<file path="src/rtl/audio_pkg.sv">
`timescale 1ns / 1ps
`default_nettype none
// ============================================================================
// Module      : audio_pkg
// Description : Shared audio definitions: default sample width, strobe bit
//               positions for the two channels, sample word type and the
//               LR-clock channel encoding.
// Revision    : 1.0 - initial release
// ============================================================================
package audio_pkg;

    // Default playback/capture word width.
    localparam int AUDIO_SAMPLE_BITS = 16;

    // Bit positions of each channel inside the 2-bit strobe vectors.
    localparam int CH_LEFT  = 1;
    localparam int CH_RIGHT = 0;

    typedef logic [AUDIO_SAMPLE_BITS-1:0] sample_t;

    // Channel as carried on the LR clock: low = left slot, high = right slot.
    typedef enum logic {
        CHAN_LEFT  = 1'b0,
        CHAN_RIGHT = 1'b1
    } chan_e;

endpackage : audio_pkg
`default_nettype wire

</file>
<file path="src/rtl/i2s_frame_timer.sv">
`timescale 1ns / 1ps
`default_nettype none
// ============================================================================
// Module      : i2s_frame_timer
// Description : Generates the I2S bit clock and LR clock. Exposes one-cycle
//               rise/fall tick strobes (asserted in the cycle whose closing
//               edge moves BCLK), the current bit index and channel, and the
//               values those will take at the next fall tick.
// Revision    : 1.0 - initial release
// ============================================================================
module i2s_frame_timer
    import audio_pkg::*;
#(
    parameter int BCLK_HALF = 4,
    parameter int SLOT_BITS = 32,
    localparam int BIT_W    = $clog2(SLOT_BITS)
) (
    input  logic             aud_clk,
    input  logic             aud_reset,
    output logic             aud_bclk,
    output logic             aud_lrck,
    output logic             rise_tick,
    output logic             fall_tick,
    output logic [BIT_W-1:0] bit_idx,
    output logic [BIT_W-1:0] bit_next,
    output chan_e            chan,
    output chan_e            chan_next
);

    // A one-bit counter is kept even when BCLK_HALF is 1 so the type is legal.
    localparam int HC_W = (BCLK_HALF > 1) ? $clog2(BCLK_HALF) : 1;

    localparam logic [HC_W-1:0]  c_half_last = HC_W'(BCLK_HALF - 1);
    localparam logic [BIT_W-1:0] c_bit_last  = BIT_W'(SLOT_BITS - 1);

    logic [HC_W-1:0]  r_half_cnt;
    logic             r_bclk;
    logic             r_lrck;
    logic [BIT_W-1:0] r_bit;

    logic             w_tick;
    logic             w_wrap;

    // Terminal count of the half-period counter marks every BCLK edge.
    assign w_tick    = (r_half_cnt == c_half_last);
    assign rise_tick = w_tick & ~r_bclk;
    assign fall_tick = w_tick & r_bclk;

    // The slot ends when the last bit index is left behind on a fall tick.
    assign w_wrap    = (r_bit == c_bit_last);
    assign bit_next  = w_wrap ? '0 : r_bit + 1'b1;
    assign chan_next = w_wrap ? chan_e'(~r_lrck) : chan_e'(r_lrck);

    assign aud_bclk  = r_bclk;
    assign aud_lrck  = r_lrck;
    assign bit_idx   = r_bit;
    assign chan      = chan_e'(r_lrck);

    // Half-period counter and BCLK toggle.
    always_ff @(posedge aud_clk or posedge aud_reset) begin
        if (aud_reset) begin
            r_half_cnt <= '0;
            r_bclk     <= 1'b0;
        end else if (w_tick) begin
            r_half_cnt <= '0;
            r_bclk     <= ~r_bclk;
        end else begin
            r_half_cnt <= r_half_cnt + 1'b1;
        end
    end

    // Bit index advances on BCLK fall; LR clock flips when the slot wraps.
    // Reset parks at the last bit of a right slot so the first fall opens left.
    always_ff @(posedge aud_clk or posedge aud_reset) begin
        if (aud_reset) begin
            r_bit  <= c_bit_last;
            r_lrck <= 1'b1;
        end else if (fall_tick) begin
            r_bit  <= bit_next;
            r_lrck <= chan_next;
        end
    end

endmodule : i2s_frame_timer
`default_nettype wire

</file>
<file path="src/rtl/i2s_codec_port.sv">
`timescale 1ns / 1ps
`default_nettype none
// ============================================================================
// Module      : i2s_codec_port
// Description : I2S bus-master port to the audio codec. Serializes left/right
//               playback words onto DACDAT (one-bit delayed, MSB first, zero
//               padded), deserializes ADCDAT into capture words and paces
//               the channel bridge with sample_req / sample_end strobes.
// Revision    : 1.0 - initial release
// ============================================================================
module i2s_codec_port
    import audio_pkg::*;
#(
    parameter int BCLK_HALF   = 4,
    parameter int SLOT_BITS   = 32,
    parameter int SAMPLE_BITS = AUDIO_SAMPLE_BITS
) (
    input  logic                   aud_clk,
    input  logic                   aud_reset,
    input  logic [SAMPLE_BITS-1:0] audio_output_l,
    input  logic [SAMPLE_BITS-1:0] audio_output_r,
    output logic [SAMPLE_BITS-1:0] audio_input_l,
    output logic [SAMPLE_BITS-1:0] audio_input_r,
    output logic [1:0]             sample_req,
    output logic [1:0]             sample_end,
    output logic                   aud_bclk,
    output logic                   aud_lrck,
    output logic                   aud_dacdat,
    input  logic                   aud_adcdat
);

    localparam int BIT_W = $clog2(SLOT_BITS);

    // Bit 0 of each slot is the I2S delay bit; data occupies 1..SAMPLE_BITS.
    localparam logic [BIT_W-1:0] c_bit_first = BIT_W'(1);
    localparam logic [BIT_W-1:0] c_bit_last  = BIT_W'(SAMPLE_BITS);

    logic             w_rise_tick;
    logic             w_fall_tick;
    logic [BIT_W-1:0] w_bit;
    logic [BIT_W-1:0] w_bit_next;
    chan_e            w_chan;
    chan_e            w_chan_next;

    logic [SAMPLE_BITS-1:0] w_dac_word;
    logic                   w_dac_load;
    logic                   w_dac_shift;
    logic [SAMPLE_BITS-1:0] w_adc_word;
    logic                   w_adc_active;
    logic                   w_adc_done;

    // Only the bits still to be sent are kept; the MSB leaves at load time.
    logic [SAMPLE_BITS-2:0] r_dac_sh;
    // Bits captured so far in this slot; the final bit joins straight from the pin.
    logic [SAMPLE_BITS-2:0] r_adc_sh;
    // Capture-complete flag, delayed once more to form sample_end.
    logic [1:0]             r_cap_flag;

    i2s_frame_timer #(
        .BCLK_HALF (BCLK_HALF),
        .SLOT_BITS (SLOT_BITS)
    ) u_frame_timer (
        .aud_clk   (aud_clk),
        .aud_reset (aud_reset),
        .aud_bclk  (aud_bclk),
        .aud_lrck  (aud_lrck),
        .rise_tick (w_rise_tick),
        .fall_tick (w_fall_tick),
        .bit_idx   (w_bit),
        .bit_next  (w_bit_next),
        .chan      (w_chan),
        .chan_next (w_chan_next)
    );

    // The load happens inside a slot, so the current channel selects the word.
    assign w_dac_word  = (w_chan == CHAN_LEFT) ? audio_output_l : audio_output_r;
    assign w_dac_load  = w_fall_tick && (w_bit_next == c_bit_first);
    assign w_dac_shift = w_fall_tick && (w_bit_next > c_bit_first)
                                     && (w_bit_next <= c_bit_last);

    // ADC bits are taken mid-bit on BCLK rise, while the index is stable.
    assign w_adc_word   = {r_adc_sh, aud_adcdat};
    assign w_adc_active = w_rise_tick && (w_bit >= c_bit_first)
                                      && (w_bit <= c_bit_last);
    assign w_adc_done   = w_adc_active && (w_bit == c_bit_last);

    // Playback serializer: load at bit 1, shift through the data bits, then pad with zeros.
    always_ff @(posedge aud_clk or posedge aud_reset) begin
        if (aud_reset) begin
            r_dac_sh   <= '0;
            aud_dacdat <= 1'b0;
        end else if (w_dac_load) begin
            r_dac_sh   <= w_dac_word[SAMPLE_BITS-2:0];
            aud_dacdat <= w_dac_word[SAMPLE_BITS-1];
        end else if (w_dac_shift) begin
            r_dac_sh   <= r_dac_sh << 1;
            aud_dacdat <= r_dac_sh[SAMPLE_BITS-2];
        end else if (w_fall_tick) begin
            aud_dacdat <= 1'b0;
        end
    end

    // Capture deserializer: collect data bits and publish the word on its last bit.
    always_ff @(posedge aud_clk or posedge aud_reset) begin
        if (aud_reset) begin
            r_adc_sh      <= '0;
            r_cap_flag    <= '0;
            audio_input_l <= '0;
            audio_input_r <= '0;
        end else begin
            r_cap_flag <= '0;
            if (w_adc_active) begin
                r_adc_sh <= w_adc_word[SAMPLE_BITS-2:0];
            end
            if (w_adc_done) begin
                if (w_chan == CHAN_LEFT) begin
                    audio_input_l       <= w_adc_word;
                    r_cap_flag[CH_LEFT] <= 1'b1;
                end else begin
                    audio_input_r        <= w_adc_word;
                    r_cap_flag[CH_RIGHT] <= 1'b1;
                end
            end
        end
    end

    // Bridge strobes: request as a slot opens, end one cycle after the capture register moves.
    always_ff @(posedge aud_clk or posedge aud_reset) begin
        if (aud_reset) begin
            sample_req <= '0;
            sample_end <= '0;
        end else begin
            sample_end <= r_cap_flag;
            sample_req <= '0;
            if (w_fall_tick && (w_bit_next == '0)) begin
                sample_req[CH_LEFT]  <= (w_chan_next == CHAN_LEFT);
                sample_req[CH_RIGHT] <= (w_chan_next == CHAN_RIGHT);
            end
        end
    end

endmodule : i2s_codec_port
`default_nettype wire

</file>
<file path="config.mk">
export PLATFORM = sky130hd
export DESIGN_NAME = i2s_codec_port
export DESIGN_NICKNAME = d
export VERILOG_FILES = /design/src/rtl/audio_pkg.sv /design/src/rtl/i2s_frame_timer.sv /design/src/rtl/i2s_codec_port.sv
export SDC_FILE = /design/constraint.sdc
export NUM_CORES = 1
export LEC_CHECK = 0
export BUFFER_PORTS_ARGS = -buffer_cell sky130_fd_sc_hd__buf_2
export CORE_AREA = 2 2 108 100
export DETAILED_ROUTE_END_ITERATION = 10
export DIE_AREA = 0 0 110 102
export PLACE_DENSITY = 0.64
export SYNTH_ARGS = -nofsm -noshare
export SYNTH_HDL_FRONTEND = slang
export SYNTH_SLANG_ARGS = --single-unit
</file>
<file path="constraint.sdc">
create_clock -name aud_clk -period 2.5 [get_ports aud_clk]
set_clock_uncertainty 0.1 [all_clocks]
set_input_delay 0.125 -clock aud_clk [delete_from_list [all_inputs] [get_ports aud_clk]]
set_output_delay 0.125 -clock aud_clk [all_outputs]
set_load 0.02 [all_outputs]
</file>
==> results.json, run 1 <==
{
  "critPathCaptureType": "flip-flop",
  "synth_area_leaders": "sky130_fd_sc_hd__dfrtp_1 (52%), sky130_fd_sc_hd__mux2_2 (16%), sky130_fd_sc_hd__mux2i_1 (4.6%)",
  "fin_nets": 390,
  "rsz0062_at_grt": "false",
  "worst-slew-pin-transition_ns": 0.5078,
  "grt_usage_pct": 13.79,
  "async_reset_ff_share_pct": 100.0,
  "wire_per_inst_um": 14.89,
  "post_drt_via_cell_ratio": 4.873,
  "hold_path_class": "in2reg",
  "rows": 35,
  "drt_iter0_drc": 70,
  "crit_arrival_ns": 2.45,
  "nFillCells": 934,
  "p_seq_share_pct": 49.6,
  "cts-buffers-inserted": 9,
  "finalWirelength_um": 7177,
  "hold-worst-slack_ns": 0.008140,
  "netlist_area_before_placement_mm2": 0.003456,
  "pin_count_of_the_biggest_net_entering_global_routing": 58,
  "run_status": "finished clean",
  "synth_top_cell_area_share_pct": 52.14,
  "synth_edf_count": 0,
  "period_needed_ns": 2.339,
  "wp_data_required_ns": 2.61,
  "synth.ff_latch_count": 78,
  "layout-area-overhead-vs-synth_pct": 27.12,
  "i_o_pin_total": 74,
  "cts.sinks": 78,
  "synth_area_per_cell_um2": 13.50,
  "timing_worst_setup_path_type": "reg2reg",
  "grt.overflow.total": 0,
  "die_area_mm2": 0.01122,
  "wire_length_of_the_first_global_routing_pass_um": 11910,
  "via_count": 2349,
  "drive_above_1_share_pct": 49.29,
  "antenna-diode-count": 0,
  "detail_route.first_pass.iterations": 4,
  "final-setup-viol-count": 0,
  "clock_latency_ns": 0.34,
  "clock_path_buffers": 2,
  "cts-htree-levels": 3,
  "yosys.area.top_type": "sky130_fd_sc_hd__dfrtp_1",
  "root_buffer": "sky130_fd_sc_hd__clkbuf_8",
  "via_count_of_the_first_global_routing_pass": 2381,
  "yosys_most_used_dff": "sky130_fd_sc_hd__dfrtp_1",
  "ant_nets": 0,
  "final_core_utilization_pct": 43.81,
  "power_frac_clock_pct": 46.9,
  "vdd_drop_max_mv": 0.2740,
  "chipWidth_um": 110,
  "final-max-slew-violation-count": 0,
  "design.core.area_mm2": 0.01003,
  "endpoints_failing_hold": 0,
  "cts_tree": "built",
  "path_max_fanout": 14,
  "clkSlewWorstSetupHoldPaths_ns": 0.08,
  "synth_cells": 256,
  "postSynthNetCount": 298,
  "gp_congestion": 0.7571,
  "maxCapViolCount": 0,
  "power_per_cell_area_mw_per_mm2": 588.9,
  "net-switching-power_uw": 504.7,
  "leakage_nw": 2.206,
  "maximum_clock_rate_ghz": 0.4275,
  "power.switching_fraction_pct": 19.51,
  "slew_headroom_pct": 66.10,
  "combPwrFrac_pct": 3.5,
  "synth-seq-area-share_pct": 56.70,
  "numPortBuffers": 73,
  "initial_antenna_violation_count": 0,
  "yosys_warnings": 0,
  "initial_utilization_pct": 34.46,
  "fin_crit_sh_pct": 93.56,
  "drc_errors": 0,
  "detailed_place_hpwl_um": 5043,
  "worstSetupStartpointType": "flip-flop",
  "p_int_mw": 2.082,
  "ys_types": 39,
  "die_y_um": 102
}
==> state kept, by name, summed over array words and instances, names as in the netlist <==
signal and count:
audio_input_r 16, r_dac_sh 15, sample_end 2, r_cap_flag 2, r_adc_sh 15, u_frame_timer.aud_lrck 1, u_frame_timer.aud_bclk 1, u_frame_timer.bit_idx 5
aud_dacdat 1, sample_req 2, u_frame_timer.r_half_cnt 2, audio_input_l 16
==> placed cells by master (no fill, tap or decap), types with 2 or more instances in the layout <==
master,count
sky130_fd_sc_hd__nand3_1,2
sky130_fd_sc_hd__a31oi_1,2
sky130_fd_sc_hd__o221ai_1,13
sky130_fd_sc_hd__o21ai_0,15
sky130_fd_sc_hd__nor2b_1,2
sky130_fd_sc_hd__clkbuf_8,9
sky130_fd_sc_hd__dlygate4sd3_1,5
sky130_fd_sc_hd__buf_2,73
sky130_fd_sc_hd__nor2_1,7
sky130_fd_sc_hd__nand4_1,2
sky130_fd_sc_hd__dfstp_2,6
sky130_fd_sc_hd__buf_4,13
sky130_fd_sc_hd__ha_1,5
sky130_fd_sc_hd__mux2_2,50
sky130_fd_sc_hd__o21ai_1,2
sky130_fd_sc_hd__xor2_1,3
sky130_fd_sc_hd__dfrtp_1,72
sky130_fd_sc_hd__bufinv_16,4
sky130_fd_sc_hd__a21oi_1,2
sky130_fd_sc_hd__nand2_1,19
sky130_fd_sc_hd__buf_12,3
sky130_fd_sc_hd__inv_1,4
sky130_fd_sc_hd__mux2i_1,16
==> layer usage <==
| metal | global-route usage, % | wire length (µm) |
|---|---|---|
| met5 | 0 | 0 |
| met2 | 21.57 | 3428 |
| met4 | 4.674 | 72 |
| met1 | 18.32 | 3228 |
| met3 | 4.145 | 447 |
==> power groups by stage <==
stage | logic (mW) | registers (mW) | clock network [mW]
2_1_floorplan | 0.0400 | 1.31 | 0
3_3_place_gp | 0.0843 | 1.31 | 0
3_5_place_dp | 0.0872 | 1.31 | 0
4_1_cts | 0.0932 | 1.28 | 1.24
5_1_grt | 0.103 | 1.29 | 1.30
6_report | 0.0897 | 1.28 | 1.21
==> cell usage after synthesis, drive strengths merged (5+ instances only) <==
cell type and number:
buf 8, clkbuf 5, dfrtp 72, dfstp 6
ha 7, inv 5, mux2 50, mux2i 17
nand2 19, nor2 8, o21ai 17, o221ai 14
==> metrics by stage <==
stage / setup WS [ns] / TNS [ns] / power [mW] / area (µm²) / cells
floorplan: 0.08523 / 0 / 1.348 / 3456 / 256
global placement: 0.01208 / 0 / 1.393 / 4046 / 461
detailed placement: -0.1118 / -1.002 / 1.396 / 4046 / 461
CTS: 0.04566 / 0 / 2.622 / 4358 / 482
global route: 0.01672 / 0 / 2.688 / 4393 / 482
finish: 0.1610 / 0 / 2.587 / 4393 / 482
==> area by class of cell <==
cell class | count | area, µm² | share of cell area (%)
clock buffer | 10 | 127.6 | 2.905
clock inverter | 6 | 133.9 | 3.048
inverter | 5 | 18.77 | 0.4272
multi-input combinational | 160 | 1419 | 32.30
sequential | 78 | 1959 | 44.60
tap | 129 | 161.4 | 3.674
timing repair buffer | 94 | 573.1 | 13.04
==> cells by family (layout without fill, tap and decap cells) <==
logic type	after synthesis	count (layout)	share of synthesized area, %
AND/OR/NAND/NOR	43	43	6.481
AO/OA/AOI/OAI	39	39	8.472
XOR/XNOR	4	4	1.014
multiplexers	67	67	21.58
flip-flops	78	78	56.70
buffers and inverters	18	115	3.222
adder cells (fa/ha/maj)	7	7	2.534
==> timing repair <==
action / CTS / global route
hold buffers: 5 / 0
setup buffers: 0 / 0
resized for setup: 1 / 11
hold endpoints to repair: 25 / 0
setup endpoints to repair: 15 / 15
==> path summary, 6_finish.rpt <==
kind | startpoint | to | slack, ns | cells after the start
worst max-delay path | u_frame_timer.bit_idx[0]$_DFFE_PP1P_ | r_dac_sh[7]$_DFFE_PP0P_ | 0.16 | 9
worst max register to register | u_frame_timer.bit_idx[0]$_DFFE_PP1P_ | r_dac_sh[7]$_DFFE_PP0P_ | 0.16 | 9
max in group asynchronous | aud_reset | u_frame_timer.bit_idx[3]$_DFFE_PP1P_ | 1.33 | 4
worst min-delay path | audio_output_r[6] | r_dac_sh[6]$_DFFE_PP0P_ | 0.008 | 3
worst min register to register | r_cap_flag[0]$_DFF_PP0_ | sample_end[0]$_DFF_PP0_ | 0.25 | 0
min in group asynchronous | aud_reset | audio_input_r[2]$_DFFE_PP0P_ | 0.26 | 3
==> worst max-delay path, cell delays in order, from the launching register on <==
cell	delay, ns
sky130_fd_sc_hd__dfstp_2	0.54
sky130_fd_sc_hd__ha_1	0.17
sky130_fd_sc_hd__and3_2	0.24
sky130_fd_sc_hd__ha_2	0.33
sky130_fd_sc_hd__nand2_1	0.10
sky130_fd_sc_hd__nor2_1	0.04
sky130_fd_sc_hd__and3_1	0.20
sky130_fd_sc_hd__buf_4	0.18
sky130_fd_sc_hd__o21ai_0	0.17
sky130_fd_sc_hd__o221ai_1	0.13
(Power assumes the default switching activity.)
==> run 2: changes to the inputs <==
--- a/config.mk
+++ b/config.mk
@@ -5,11 +5,12 @@
 export SDC_FILE = /design/constraint.sdc
 export NUM_CORES = 1
 export LEC_CHECK = 0
+export ABC_AREA = 1
 export BUFFER_PORTS_ARGS = -buffer_cell sky130_fd_sc_hd__buf_2
-export CORE_AREA = 2 2 108 100
+export CORE_AREA = 2 2 109 101
 export DETAILED_ROUTE_END_ITERATION = 10
-export DIE_AREA = 0 0 110 102
-export PLACE_DENSITY = 0.64
+export DIE_AREA = 0 0 111 103
+export PLACE_DENSITY = 0.63
 export SYNTH_ARGS = -nofsm -noshare
 export SYNTH_HDL_FRONTEND = slang
 export SYNTH_SLANG_ARGS = --single-unit
==> constraint.sdc (replaced) <==
create_clock -name aud_clk -period 2.5 [get_ports aud_clk]
set_clock_uncertainty 0.1 [all_clocks]
set_input_delay 0.375 -clock aud_clk [delete_from_list [all_inputs] [get_ports aud_clk]]
set_output_delay 0.375 -clock aud_clk [all_outputs]
set_load 0.02 [all_outputs]
==> run 2 against run 1 <==
Die area rose by 1.9%. Critical endpoint is now r_dac_sh[6]$_DFFE_PP0P_. Wire length fell by 6.1%. First-iteration DRC count rose by 31%. Highest routed layer unchanged. Fmax rose by 0.91%. Clock power rose by 7%. Largest cell class unchanged.
==> results.json, run 2 <==
{
  "synth_edf_count": 0,
  "antenna-diode-count": 0,
  "initial_utilization_pct": 33.92,
  "leakage_nw": 2.323,
  "layout_common_cells": "sky130_fd_sc_hd__buf_2 (73), sky130_fd_sc_hd__dfrtp_1 (72), sky130_fd_sc_hd__nand2_1 (59), sky130_fd_sc_hd__mux2_1 (28), sky130_fd_sc_hd__nand3_1 (21)",
  "cts_repair_resizes": 0,
  "grt.overflow.total": 0,
  "vdd_drop_max_mv": 0.4507,
  "final-setup-viol-count": 0,
  "i_o_pin_total": 74,
  "placedInstanceArea_mm2": 0.004019,
  "layout.cell_area.non_filler_mm2": 0.004347,
  "hold_path_class": "in2async",
  "power_per_cell_area_mw_per_mm2": 613.5,
  "biggestRegsByFlops": "audio_input_l: 16 flops, audio_input_r: 16 flops",
  "drt_iter0_drc": 92,
  "final_cell_count_no_fill": 518,
  "drc_errors": 0,
  "yosys.area.top_type": "sky130_fd_sc_hd__dfrtp_1",
  "gp_congestion": 0.8529,
  "nFillCells": 985,
  "post-synth-top-count-cell": "sky130_fd_sc_hd__dfrtp_1",
  "maximum_clock_rate_ghz": 0.4314,
  "post_drt_via_cell_ratio": 4.587,
  "synth.ff_latch_count": 78,
  "rsz0062_at_grt": "false",
  "detailed_place_hpwl_um": 4635,
  "finalWirelength_um": 6738,
  "postSynthNetCount": 344,
  "layout.cells.most_common": "sky130_fd_sc_hd__buf_2",
  "detail_route.first_pass.iterations": 4,
  "rows": 36,
  "drive_above_1_share_pct": 35.32,
  "dp_worst_setup_slack_ns": 0.1550,
  "totalNegativeSetupSlack_ns": 0,
  "path_max_fanout": 46,
  "finalWorstSetupSlack_ns": 0.1820,
  "via_count": 2376,
  "design.core.area_mm2": 0.01041,
  "cts_tree": "built",
  "wire_per_inst_um": 13.01,
  "cts.sinks": 78,
  "rr_startpoint": "u_frame_timer.bit_idx[1]$_DFFE_PP1P_",
  "slew_headroom_pct": 49.92,
  "chipWidth_um": 111,
  "yosys_warnings": 0,
  "synth-seq-area-share_pct": 55.51,
  "layout-area-overhead-vs-synth_pct": 23.15,
  "hold-worst-slack_ns": 0.04889,
  "pin_count_of_the_biggest_net_entering_global_routing": 47,
  "synth_cells": 302,
  "clock_path_buffers": 2,
  "numPortBuffers": 73,
  "timing_worst_setup_path_type": "reg2reg",
  "critPathCaptureType": "flip-flop",
  "cts_setup_buffers": 0,
  "die_y_um": 103,
  "period_needed_ns": 2.318,
  "worst-slew-pin-transition_ns": 0.7504,
  "clkSlewWorstSetupHoldPaths_ns": 0.06,
  "fin_crit_sh_pct": 92.72,
  "synth_area_leaders": "sky130_fd_sc_hd__dfrtp_1 (51%), sky130_fd_sc_hd__mux2_1 (8.9%), sky130_fd_sc_hd__nand2_1 (6.3%)",
  "synth_top_cell_area_share_pct": 51.05,
  "ys_types": 30,
  "maxCapViolCount": 0,
  "via_count_of_the_first_global_routing_pass": 2288,
  "yosys_most_used_dff": "sky130_fd_sc_hd__dfrtp_1",
  "endpoints_failing_hold": 0,
  "crit_arrival_ns": 2.48,
  "clock_latency_ns": 0.33,
  "power_mw": 2.667,
  "ant_nets": 0,
  "run_status": "finished clean",
  "dp_cells": 500,
  "synth_area_per_cell_um2": 11.69,
  "final-max-slew-violation-count": 0,
  "ranking_of_synthesized_cells_by_instance_count": "sky130_fd_sc_hd__dfrtp_1 (72), sky130_fd_sc_hd__nand2_1 (59), sky130_fd_sc_hd__mux2_1 (28)",
  "grt_usage_pct": 12.35,
  "die_area_mm2": 0.01143,
  "wp_data_required_ns": 2.66,
  "critPathLaunch": "u_frame_timer.bit_idx[1]$_DFFE_PP1P_",
  "cts-buffers-inserted": 9,
  "fin_nets": 422,
  "final_core_utilization_pct": 41.77,
  "async_reset_ff_share_pct": 100.0,
  "cts-hold-fix-buffers": 0,
  "worstSetupStartpointType": "flip-flop",
  "wire_length_of_the_first_global_routing_pass_um": 11360,
  "cts-htree-levels": 3,
  "netlist_area_before_placement_mm2": 0.003530,
  "root_buffer": "sky130_fd_sc_hd__clkbuf_16",
  "initial_antenna_violation_count": 0
}
## run 2: changes by cell type after synthesis, sizes merged, moves of 3 or more
| cell | delta |
|---|---|
| nand2 | +44 |
| nand3 | +21 |
| inv | +9 |
| mux2 | -3 |
| mux2i | -3 |
| clkbuf | -4 |
| buf | +3 |
| nor2 | +7 |
| o221ai | -14 |
## run 2: per-layer routing
metal  vias up  part of all wire, %  GRT usage (%)
met2        54                   48          20.01
met5         -                    0              0
met1      1145                   47          16.65
met4         0                 0.98          4.038
met3         6                  4.0          2.822
li1       1171                    -              -
## run 2: cell type report
type                            count  area, µm²  area share [%]
Multi-Input combinational cell    198       1431           32.93
Sequential cell                    78       1959           45.08
Timing Repair Buffer               79      435.4           10.02
Inverter                           14      53.80           1.238
Clock buffer                       10      229.0           5.268
Tap cell                          133      166.4           3.828
Clock inverter                      6      71.32           1.641
## run 2: worst max-delay path, cell delays in order (launching register included)
cell and delay [ns]:
sky130_fd_sc_hd__dfstp_2 0.59, sky130_fd_sc_hd__ha_1 0.18, sky130_fd_sc_hd__nand2_1 0.07, sky130_fd_sc_hd__nor2_1 0.14
sky130_fd_sc_hd__ha_1 0.27, sky130_fd_sc_hd__inv_1 0.10, sky130_fd_sc_hd__nand2_1 0.08, sky130_fd_sc_hd__nor2_2 0.13
sky130_fd_sc_hd__nand3_4 0.09, sky130_fd_sc_hd__buf_12 0.18, sky130_fd_sc_hd__nand2_4 0.17, sky130_fd_sc_hd__nand2_1 0.06
sky130_fd_sc_hd__nand2_1 0.08
## run 2: worst paths after layout
path	cells past startpoint	to	slack, ns
max in group asynchronous	3	audio_input_r[9]$_DFFE_PP0P_	1.51
min	2	r_adc_sh[8]$_DFFE_PP0N_	0.05
min reg2reg	0	sample_end[0]$_DFF_PP0_	0.25
max reg2reg	12	r_dac_sh[6]$_DFFE_PP0P_	0.18
max	12	r_dac_sh[6]$_DFFE_PP0P_	0.18
min in group aud_clk	2	r_adc_sh[0]$_DFFE_PP0N_	0.20
## run 2: logic make-up (layout without fill, tap and decap cells)
logic type | Yosys count | count (layout) | share of synthesized area [%]
AO/OA/AOI/OAI | 22 | 22 | 3.190
XOR/XNOR | 2 | 2 | 0.4964
adder cells (fa/ha/maj) | 7 | 7 | 2.481
buffers and inverters | 26 | 109 | 3.935
flip-flops | 78 | 78 | 55.51
multiplexers | 61 | 61 | 18.96
AND/OR/NAND/NOR | 106 | 106 | 15.42
## run 2: where the power goes
part | internal, mW | total (mW) | switching (mW)
Clock | 0.780 | 1.30 | 0.519
Combinational | 0.0360 | 0.0823 | 0.0463
Sequential | 1.28 | 1.29 | 0.00902
Total | 2.09 | 2.67 | 0.574
